File: config.mk
export PLATFORM = sky130hd
export DESIGN_NAME = run_ctrl
export DESIGN_NICKNAME = d
export VERILOG_FILES = /design/src/rtl/run_ctrl.sv
export SDC_FILE = /design/constraint.sdc
export NUM_CORES = 1
export LEC_CHECK = 0
export ABC_CLOCK_PERIOD_IN_PS = 7310
export BUFFER_PORTS_ARGS = -buffer_cell sky130_fd_sc_hd__buf_2
export CORE_UTILIZATION = 50
export CTS_BUF_LIST = sky130_fd_sc_hd__clkbuf_8
export DETAILED_ROUTE_END_ITERATION = 8
export GPL_TIMING_DRIVEN = 0
export PLACE_DENSITY_LB_ADDON = 0.2
export SLEW_MARGIN = 20
export SYNTH_ARGS = -nofsm -noshare
export SYNTH_HDL_FRONTEND = slang
export SYNTH_SLANG_ARGS = --single-unit
File: constraint.sdc
create_clock -name clk -period 7.31 [get_ports clk]
set_clock_uncertainty 0.2 [all_clocks]
set_input_delay 0.3655 -clock clk [delete_from_list [all_inputs] [get_ports clk]]
set_output_delay 0.3655 -clock clk [all_outputs]
set_load 0.01 [all_outputs]
File: src/rtl/run_ctrl.sv
// run_ctrl: sequences reset, run, drain and done phases for a controlled block.
// Define RUN_CTRL_TIMEOUT_EN to enable the RUN-phase watchdog (TOUT state).
module run_ctrl #(
    parameter int unsigned RST_CYCLES   = 4,
    parameter int unsigned DRAIN_CYCLES = 2,
    parameter int unsigned MAX_CYCLES   = 100
) (
    input  logic        clk,
    input  logic        reset_l,
    input  logic        start,
    input  logic        finish_req,
    input  logic        clear,
    output logic        dut_reset_l,
    output logic        running,
    output logic        done,
    output logic        timeout,
    output logic [31:0] cycle_count,
    output logic [2:0]  state
);

    typedef enum logic [2:0] {
        S_IDLE  = 3'd0,
        S_RST   = 3'd1,
        S_RUN   = 3'd2,
        S_DRAIN = 3'd3,
        S_DONE  = 3'd4,
        S_TOUT  = 3'd5
    } state_t;

    localparam logic [31:0] HOLD_INIT  = (RST_CYCLES == 0) ? 32'd1 : 32'(RST_CYCLES);
    localparam logic [31:0] DRAIN_INIT = 32'(DRAIN_CYCLES);
    localparam logic [31:0] WD_LAST    = 32'(MAX_CYCLES - 1);

`ifdef RUN_CTRL_TIMEOUT_EN
    localparam logic WD_EN = 1'b1;
`else
    localparam logic WD_EN = 1'b0;
`endif

    state_t      cur, nxt;
    logic [31:0] hold_cnt, hold_nxt;
    logic [31:0] drain_cnt, drain_nxt;
    logic [31:0] cnt, cnt_nxt;

    always_comb begin
        nxt       = cur;
        hold_nxt  = hold_cnt;
        drain_nxt = drain_cnt;
        cnt_nxt   = cnt;
        if (clear) begin
            nxt       = S_IDLE;
            hold_nxt  = '0;
            drain_nxt = '0;
            cnt_nxt   = '0;
        end else begin
            case (cur)
                S_IDLE: begin
                    if (start) begin
                        nxt      = S_RST;
                        hold_nxt = HOLD_INIT;
                        cnt_nxt  = '0;
                    end
                end
                S_RST: begin
                    if (hold_cnt <= 32'd1) begin
                        nxt      = S_RUN;
                        hold_nxt = '0;
                    end else begin
                        hold_nxt = hold_cnt - 32'd1;
                    end
                end
                S_RUN: begin
                    // finish_req is checked first so it wins a tie with the watchdog
                    if (finish_req) begin
                        if (DRAIN_CYCLES == 0) begin
                            nxt = S_DONE;
                        end else begin
                            nxt       = S_DRAIN;
                            drain_nxt = DRAIN_INIT;
                        end
                    end else if (WD_EN && (cnt == WD_LAST)) begin
                        nxt = S_TOUT;
                    end else if (cnt != '1) begin
                        cnt_nxt = cnt + 32'd1;
                    end
                end
                S_DRAIN: begin
                    if (drain_cnt <= 32'd1) begin
                        nxt       = S_DONE;
                        drain_nxt = '0;
                    end else begin
                        drain_nxt = drain_cnt - 32'd1;
                    end
                end
                S_DONE, S_TOUT: ;
                default: nxt = S_IDLE;
            endcase
        end
    end

    always_ff @(posedge clk or negedge reset_l) begin
        if (!reset_l) begin
            cur         <= S_IDLE;
            hold_cnt    <= '0;
            drain_cnt   <= '0;
            cnt         <= '0;
            dut_reset_l <= 1'b0;
            running     <= 1'b0;
            done        <= 1'b0;
            timeout     <= 1'b0;
        end else begin
            cur         <= nxt;
            hold_cnt    <= hold_nxt;
            drain_cnt   <= drain_nxt;
            cnt         <= cnt_nxt;
            dut_reset_l <= (nxt == S_RUN) || (nxt == S_DRAIN) || (nxt == S_DONE);
            running     <= (nxt == S_RUN);
            done        <= (nxt == S_DONE);
            timeout     <= WD_EN && (nxt == S_TOUT);
        end
    end

    assign cycle_count = cnt;
    assign state       = cur;

endmodule

==> results.txt, run 1 <==
RePlAce Congestion: 0.812
Core Box Area: 10500 sq um
worst hold path class: input port to flop
top cells by area, synth: dfrtp_1 47%, nor2_1 7.0%, xnor2_1 4.3%, xor2_1 4.2%, o21ai_0 3.1%
Pwr Density: 412 nW/um^2
FILL cells: 935
DPL Wire Length: 8770 microns
period utilization: 42.5%
R2R depth: 9
CP Launch Point: cycle_count[1]
First DRT Iteration DRCs: 264
Syn Area/Cell: 9.14 sq um
min cycle time layout: 3.11 ns
layout cells sized above 1: 13.2%
worst r2r dst: cycle_count[12]
Hold Path End: state[1]
Fmax: 322 MHz
die extent in x: 107 microns
Clock power frac: 14.6%
switch share: 44.3%
Relative slew margins: 39.3%
setup tns final: 0 ns
status: finished, final reports clean
GRT Total Usage: 23.6%
P_leak: 2.73 nW
Clock Tree Root: clkbuf_8
Cell Area, Synth: 5470 sq um
# DRC: 0
global-route wire length before repair: 21200 microns
final hold violations: 0
YS warnings: 0
CTS sink count: 102
FFs w/ async S/R, synth: 100%
syn nets: 609
PostCTS Resize Cnt: 0
Nets: 664
Seq pwr share: 33.7%
flops & latches, synth: 102
worst endpoint required time: 7.39 ns
post-route antenna net violation count: 0
CTS Buffer Depth: 2
switching component of the power: 1.11 mW
synthesis-to-finish area growth: 11.4%
DR vias: 4572
RSZ-0062 raised after global routing: no
CP startpoint kind: flop
final hold slack: 0.142 ns
Worst Setup End Kind: flop
height of the die: 107 microns
synth cell count leaders: 102 x dfrtp_1, 102 x nor2_1, 36 x nand2_1
Detailed Route WL: 12400 microns
Synth Flop Type: dfrtp_1
worst r2r src: cycle_count[1]
htree depth: 3
Yosys top cell by area: dfrtp_1
full die area: 11400 sq um
CTS tree: built
slew of the pin with the lowest slew margin: 0.903 ns
fin. max-slew vios: 0
hold_buf cts: 1
largest net degree at the start of global routing: 55
initial antenna violation count: 0
row count: 37
Power Internal: 1.40 mW
I/O Pins: 44
Initial Utilization: 52.3%
Via-to-Cell Ratio: 5.75
Num CTS Buffers: 9
crit path max fanout: 10
final setup fails: 0
TritonRoute pass-1 iters: 4
Netlist cell types: 60
clock slew at reported path FFs: 0.10 ns
share of the synthesized area in the top cell type: 46.6%
flop2flop setup slack: 4.20 ns
hold path start: clear
Gate Count Post-Synth: 599
ant diodes: 0
post-synthesis sequential area ratio: 46.6%
# port buffers: 42
GRT Residual Overflow: 0
vias in the first global route: 4391
Post-synth EDFFs: 0
worst hold stages: 4
Worst IR Drop VDD: 259 uV
critical path class: flop to flop
WL per Instance: 15.5 microns
worst path arrival time: 3.19 ns
Post CTS Setup Buffer Count: 0
max cap viols: 0
worst skew pair latency: 0.39 ns
Logic pwr share: 51.7%
==> power groups by stage <==
stage                     combinational (mW)  clock [mW]  sequential (mW)
after global placement                  1.26           0            0.846
after CTS                               1.30       0.377            0.845
after detailed placement                1.29           0            0.853
after floorplan                         1.04           0            0.826
after global routing                    1.46       0.404            0.869
final                                   1.30       0.367            0.846
==> registers in the layout, indices dropped and copies added (netlist names) <==
name         cells
dut_reset_l      1
running          1
cycle_count     32
done             1
hold_cnt        32
state            3
drain_cnt       32
==> final cells by class <==
class / count / area, sq um / area share (%)
clock buffer: 10 / 138 / 2.26
timing repair buffer: 44 / 254 / 4.16
inverter: 7 / 26.3 / 0.431
tap: 136 / 170 / 2.79
sequential: 102 / 2550 / 41.9
multi-input combinational: 466 / 2790 / 45.7
buffer: 24 / 106 / 1.74
clock inverter: 6 / 62.6 / 1.03
==> per-stage QoR <==
| step | instances | util, % | setup WS [ns] | area (sq um) | power (mW) |
|---|---|---|---|---|---|
| 3_5_place_dp | 778 | 56.3 | 4.23 | 5890 | 2.14 |
| 5_1_grt | 795 | 58.3 | 3.87 | 6100 | 2.74 |
| 6_report | 795 | 58.3 | 4.20 | 6100 | 2.51 |
| 4_1_cts | 795 | 58.3 | 4.20 | 6100 | 2.52 |
| 3_3_place_gp | 777 | 56.0 | 4.27 | 5850 | 2.11 |
| 2_1_floorplan | 599 | - | 4.66 | 5470 | 1.87 |
==> worst max-delay path, cell delays in order, from the launching register on <==
cell and delay, ns:
dfrtp_1 0.43, ha_1 0.21, and3_1 0.24, nand3_1 0.24, or4b_1 0.55, clkbuf_1 0.23, a21oi_2 0.40, buf_2 0.29
o21ai_0 0.12, o41ai_1 0.08
==> placed cells by master (no fill, tap or decap), types with 14 or more instances in the layout <==
cell type / n
nand2_1: 36
a21oi_1: 16
a31oi_1: 19
nor3_1: 24
nand3_1: 32
or3_1: 16
o21ai_0: 34
dfrtp_1: 102
clkbuf_1: 14
xnor2_1: 27
xor2_1: 26
nor2_1: 102
buf_2: 47
==> metal layers <==
metal | share of wire, % | vias up | GRT usage (%)
met1 | 47 | 2195 | 31.9
li1 | - | 2252 | -
met4 | 1.9 | 0 | 9.00
met2 | 47 | 104 | 37.1
met3 | 4.3 | 21 | 4.98
met5 | 0 | - | 0
==> worst max-delay path by stage <==
stage	cells after the start	end	slack, ns
after floorplan	6	drain_cnt[28]	4.66
after global placement	9	cycle_count[12]	4.27
after detailed placement	9	cycle_count[13]	4.23
after CTS	9	cycle_count[13]	4.20
after global routing	9	cycle_count[14]	3.87
final	9	cycle_count[12]	4.20
==> kinds of logic (layout without fill, tap and decap cells) <==
family	count (synthesis)	after routing	synth area share (%)
buffers and inverters	31	91	2.42
adders and majority gates	5	5	1.14
AOI/OAI and AO/OA	104	104	11.8
and+or+nand+nor	303	303	29.4
other	1	1	0.0685
xor gates and xnor gates	53	53	8.48
DFF	102	102	46.6
No activity file was read; power rests on OpenSTA's default activity.
==> run 2, diff against run 1 <==
ABC_AREA = 1   (was default)
ABC_CLOCK_PERIOD_IN_PS = 3240   (was 7310)
clock period = 3.24 ns   (was 7.31 ns; I/O delays follow)
==> results.txt, run 2 <==
initial antenna violation count: 0
period utilization: 73.1%
worst hold path class: input port to flop
crit path max fanout: 10
share of the synthesized area in the top cell type: 37.1%
max cap viols: 0
worst skew pair latency: 0.40 ns
global-route wire length before repair: 30600 microns
CTS sink count: 102
R2R depth: 12
Fmax: 422 MHz
Initial Utilization: 51.5%
synth cell count leaders: 321 x nand2_1, 256 x nor2_1, 104 x nand3_1
full die area: 14200 sq um
Num CTS Buffers: 9
worst r2r src: hold_cnt[0]
YS warnings: 0
layout cells sized above 1: 9.23%
Worst IR Drop VDD: 665 uV
CP startpoint kind: flop
hold path start: finish_req
top cells by area, synth: dfrtp_1 37%, nand2_1 18%, nor2_1 14%, nand3_1 7.6%, inv_1 4.4%
Post CTS Setup Buffer Count: 0
Pwr Density: 905 nW/um^2
min cycle time layout: 2.37 ns
Cell Area, Synth: 6870 sq um
setup tns final: 0 ns
worst r2r dst: hold_cnt[16]
RSZ-0062 raised after global routing: no
DPL Wire Length: 14200 microns
Hold Path End: cycle_count[2]
Syn Area/Cell: 6.51 sq um
vias in the first global route: 6206
Core Box Area: 13300 sq um
Final Util: 56.7%
# port buffers: 42
Gate Count Post-Synth: 1055
clock slew at reported path FFs: 0.11 ns
flop2flop setup slack: 0.87 ns
Relative slew margins: 59.4%
largest net degree at the start of global routing: 79
most frequent cells in the layout: 321 x nand2_1, 256 x nor2_1, 104 x nand3_1, 102 x dfrtp_1, 81 x inv_1
slew of the pin with the lowest slew margin: 0.609 ns
fin. max-slew vios: 0
CTS tree: built
Worst Setup End Kind: flop
worst hold stages: 5
CTS Buffer Depth: 2
htree depth: 3
Via-to-Cell Ratio: 5.22
Yosys top cell by area: dfrtp_1
die extent in x: 119 microns
DR vias: 6742
Detailed Route WL: 18700 microns
ant diodes: 0
worst endpoint required time: 3.32 ns
FFs w/ async S/R, synth: 100%
WL per Instance: 14.5 microns
total power: 6.85 mW
synthesis-to-finish area growth: 10.2%
height of the die: 119 microns
RePlAce Congestion: 0.945
row count: 42
status: finished, final reports clean
Netlist cell types: 37
Clock Tree Root: clkbuf_8
P_leak: 3.89 nW
Synth Flop Type: dfrtp_1
final hold violations: 0
flops & latches, synth: 102
final setup fails: 0
post-route antenna net violation count: 0
Post-synth EDFFs: 0
First DRT Iteration DRCs: 527
most common cell after layout, fill and taps aside: nand2_1
cell with the most instances after synthesis: nand2_1
I/O Pins: 44
TritonRoute pass-1 iters: 5
# DRC: 0
syn nets: 1065
GRT Total Usage: 27.5%
critical path class: flop to flop
GRT Residual Overflow: 0
post-synthesis sequential area ratio: 37.1%
Nets: 1121
worst path arrival time: 2.45 ns
## run 2: metrics by stage
stage,hold slack (ns),instance area [sq um],setup slack [ns],cells
after CTS,0.0594,7580,0.877,1292
after global routing,0.0967,7570,0.659,1292
final,0.0713,7570,0.870,1292
after floorplan,-0.334,6870,1.21,1055
after global placement,0.313,7300,0.654,1273
after detailed placement,-0.161,7340,0.895,1274
## run 2: worst max-delay path: stages, from the launching register on
cell     delay [ns]
dfrtp_1        0.44
inv_1          0.11
ha_1           0.22
inv_1          0.07
nand2_1        0.09
nand3_1        0.09
nor2_1         0.17
nand3_1        0.12
nand3_1        0.22
nand2_1        0.13
inv_2          0.15
buf_4          0.19
nor2_1         0.07
## run 2: timing repair
action	CTS	global route
endpoints found under the setup margin	0	0
hold buffers	2	0
gates resized for setup	0	0
hold endpoints to repair	102	0
## run 2: kinds of logic after synthesis
| group | Yosys count | share of synthesized area, % |
|---|---|---|
| compound gates | 58 | 5.17 |
| xor+xnor | 45 | 5.73 |
| fa+ha+maj | 5 | 0.910 |
| buf+inv | 112 | 6.83 |
| flops | 102 | 37.1 |
| other cells | 1 | 0.0546 |
| simple gates | 732 | 44.2 |
## run 2: how the worst max path moves through the flow
stage / start / to / slack, ns
2_1_floorplan: cycle_count[0] / cycle_count[3] / 1.21
3_3_place_gp: reset_l / cycle_count[11] / 0.65
3_5_place_dp: hold_cnt[0] / hold_cnt[16] / 0.89
4_1_cts: hold_cnt[0] / hold_cnt[16] / 0.88
5_1_grt: hold_cnt[0] / hold_cnt[10] / 0.66
6_report: hold_cnt[0] / hold_cnt[16] / 0.87
## run 2: final cells by class
cell class / count / area [sq um]
Fill cell: 1367 / 5770
Sequential cell: 102 / 2550
Inverter: 87 / 329
Clock buffer: 10 / 138
Buffer: 25 / 140
Multi-Input combinational cell: 841 / 3850
Tap cell: 176 / 220
Clock inverter: 6 / 85.1
Timing Repair Buffer: 45 / 259
## run 2: power by group
group	internal (mW)	switching, mW	total (mW)	leakage (nW)
registers	1.52	0.275	1.79	1.41
logic	1.34	2.79	4.14	2.37
clock network	0.453	0.469	0.922	0.108
total	3.31	3.54	6.85	3.89
## run 2: routing by layer
metal / track usage [%] / routed length [microns]
met1: 38.2 / 8740
met2: 42.1 / 8190
met3: 7.90 / 1510
met4: 6.80 / 227
met5: 0 / 0
==> run 3, diff against run 2 <==
ABC_CLOCK_PERIOD_IN_PS = 1950   (was 3240)
clock period = 1.95 ns   (was 3.24 ns; I/O delays follow)
==> results.txt, run 3 (same netlist as run 2, synthesis figures left out) <==
Num CTS Buffers: 9
DR vias: 7501
Pwr Density: 1590 nW/um^2
Worst Setup End Kind: flop
GRT Residual Overflow: 0
# DRC: 0
pre-CTS WS: -0.437 ns
initial antenna violation count: 1
status: finished, violations left
# port buffers: 42
CP startpoint kind: flop
P_leak: 4.43 nW
critical path class: flop to flop
slew of the pin with the lowest slew margin: 0.591 ns
row count: 42
CTS sink count: 102
synthesis-to-finish area growth: 32.7%
Worst IR Drop VDD: 1410 uV
most common cell after layout, fill and taps aside: nand2_1
Final Util: 68.3%
Largest stage delay, worst path: 0.47 ns
worst endpoint required time: 2.04 ns
post-route antenna net violation count: 0
max cap viols: 0
htree depth: 3
CTS tree: built
Critical-path top delay cell: dfrtp_2
global-route wire length before repair: 32700 microns
RSZ-0062 raised after global routing: yes
fin. max-slew vios: 0
final setup fails: 46
worst hold path class: input port to flop
TritonRoute pass-1 iters: 6
Worst path most repeated cell: nor2_2
layout cells sized above 1: 31.2%
height of the die: 119 microns
full die area: 14200 sq um
Via-to-Cell Ratio: 5.51
Relative slew margins: 60.6%
CP bufs+invs: 2
WL per Instance: 16.5 microns
CTS Buffer Depth: 2
Detailed Route WL: 22400 microns
Nets: 1192
die extent in x: 119 microns
worst path arrival time: 2.17 ns
clock slew at reported path FFs: 0.10 ns
Initial Utilization: 51.5%
CP Cell Sequence: nor2_2, nand2_2, nor2_2, nand4_1, nand3_4, nand2_4, inv_6, clkbuf_16, nor2_2
Setup WS post-layout: -0.131 ns
First DRT Iteration DRCs: 651
failing checks: negative setup slack
period utilization: 107%
DPL Wire Length: 14200 microns
delay-heaviest family, CP: simple AND/OR/NAND/NOR gates
worst skew pair latency: 0.39 ns
GRT Total Usage: 29.3%
final hold violations: 0
crit path max fanout: 5
RePlAce Congestion: 0.949
min cycle time layout: 2.08 ns
most frequent cells in the layout: 283 x nand2_1, 180 x nor2_1, 90 x nand3_1, 71 x inv_1, 68 x dfrtp_1
I/O Pins: 44
vias in the first global route: 6683
largest net degree at the start of global routing: 79
Fmax: 481 MHz
Clock Tree Root: clkbuf_8
Core Box Area: 13300 sq um
## run 3: cell types whose count changed in the layout (fill, tap and decap cells not counted), moves of 13 or more
| cell | change |
|---|---|
| nor2_1 | -76 |
| buf_4 | +54 |
| nor2_2 | +47 |
| nand2_1 | -38 |
| dfrtp_1 | -34 |
| dfrtp_2 | +34 |
| nor2_4 | +29 |
| nand2_2 | +24 |
| nand2_4 | +14 |
| nand3_1 | -14 |
| buf_6 | +13 |
## run 3: what timing repair did
item,CTS,global route
pin swaps,13,35
hold buffers,3,0
endpoints found under the setup margin,89,97
cloned,2,2
setup buffers,28,38
endpoints found under the hold margin,102,0
gates resized for setup,90,220
## run 3: routing by layer
layer	part of all wire (%)	track usage (%)
met5	0	0
met4	3.7	11.6
met1	42	39.5
met3	6.7	4.69
met2	48	46.9
## run 3: final cells by class
class / instances / area, sq um
multi-input cells: 841 / 4630
fillers: 1108 / 4230
flip-flops and latches: 102 / 2590
repair buffers: 116 / 915
inverters: 87 / 353
well taps: 176 / 220
plain buffers: 25 / 210
clock buffers: 11 / 151
clock inverters: 3 / 45.0
diodes: 1 / 2.50
## run 3: path summary, 6_finish.rpt
kind                            endpoint  slack, ns          start  depth (start not counted)
hold / removal               dut_reset_l       0.09     finish_req                          6
min in group asynchronous  drain_cnt[18]       0.53        reset_l                          4
setup reg to reg           drain_cnt[16]      -0.13   drain_cnt[7]                          9
setup / recovery           drain_cnt[16]      -0.13   drain_cnt[7]                          9
max in group asynchronous   hold_cnt[11]       0.57        reset_l                          4
hold reg to reg            drain_cnt[31]       0.35  drain_cnt[31]                          2
## run 3: worst reg2reg max path, delay by kind of cell, from the launching register on
| kind | cells | cell delay, ns |
|---|---|---|
| flip-flops | 1 | 0.47 |
| buffers and inverters | 2 | 0.25 |
| AND/OR/NAND/NOR | 7 | 1.07 |
## run 3: where the power goes
part / switching, mW / internal (mW) / leakage [nW] / total, mW
clock network: 0.761 / 0.650 / 0.0935 / 1.41
registers: 0.582 / 2.54 / 1.35 / 3.12
logic: 6.24 / 3.72 / 2.98 / 9.96
total: 7.58 / 6.91 / 4.43 / 14.5
## run 3: per-stage QoR
stage                     setup TNS [ns]  cell area [sq um]  cells  power, mW  hold slack [ns]
final                              -2.75               9120   1362       14.5           0.0926
after CTS                        -0.0570               8110   1321       12.3           0.0288
after global placement            -76.49               7320   1273       9.76            0.309
after global routing               -6.48               9120   1362       15.5            0.112
after detailed placement          -16.42               7350   1274       9.89           -0.222
after floorplan                        0               6890   1055       8.29           -0.398
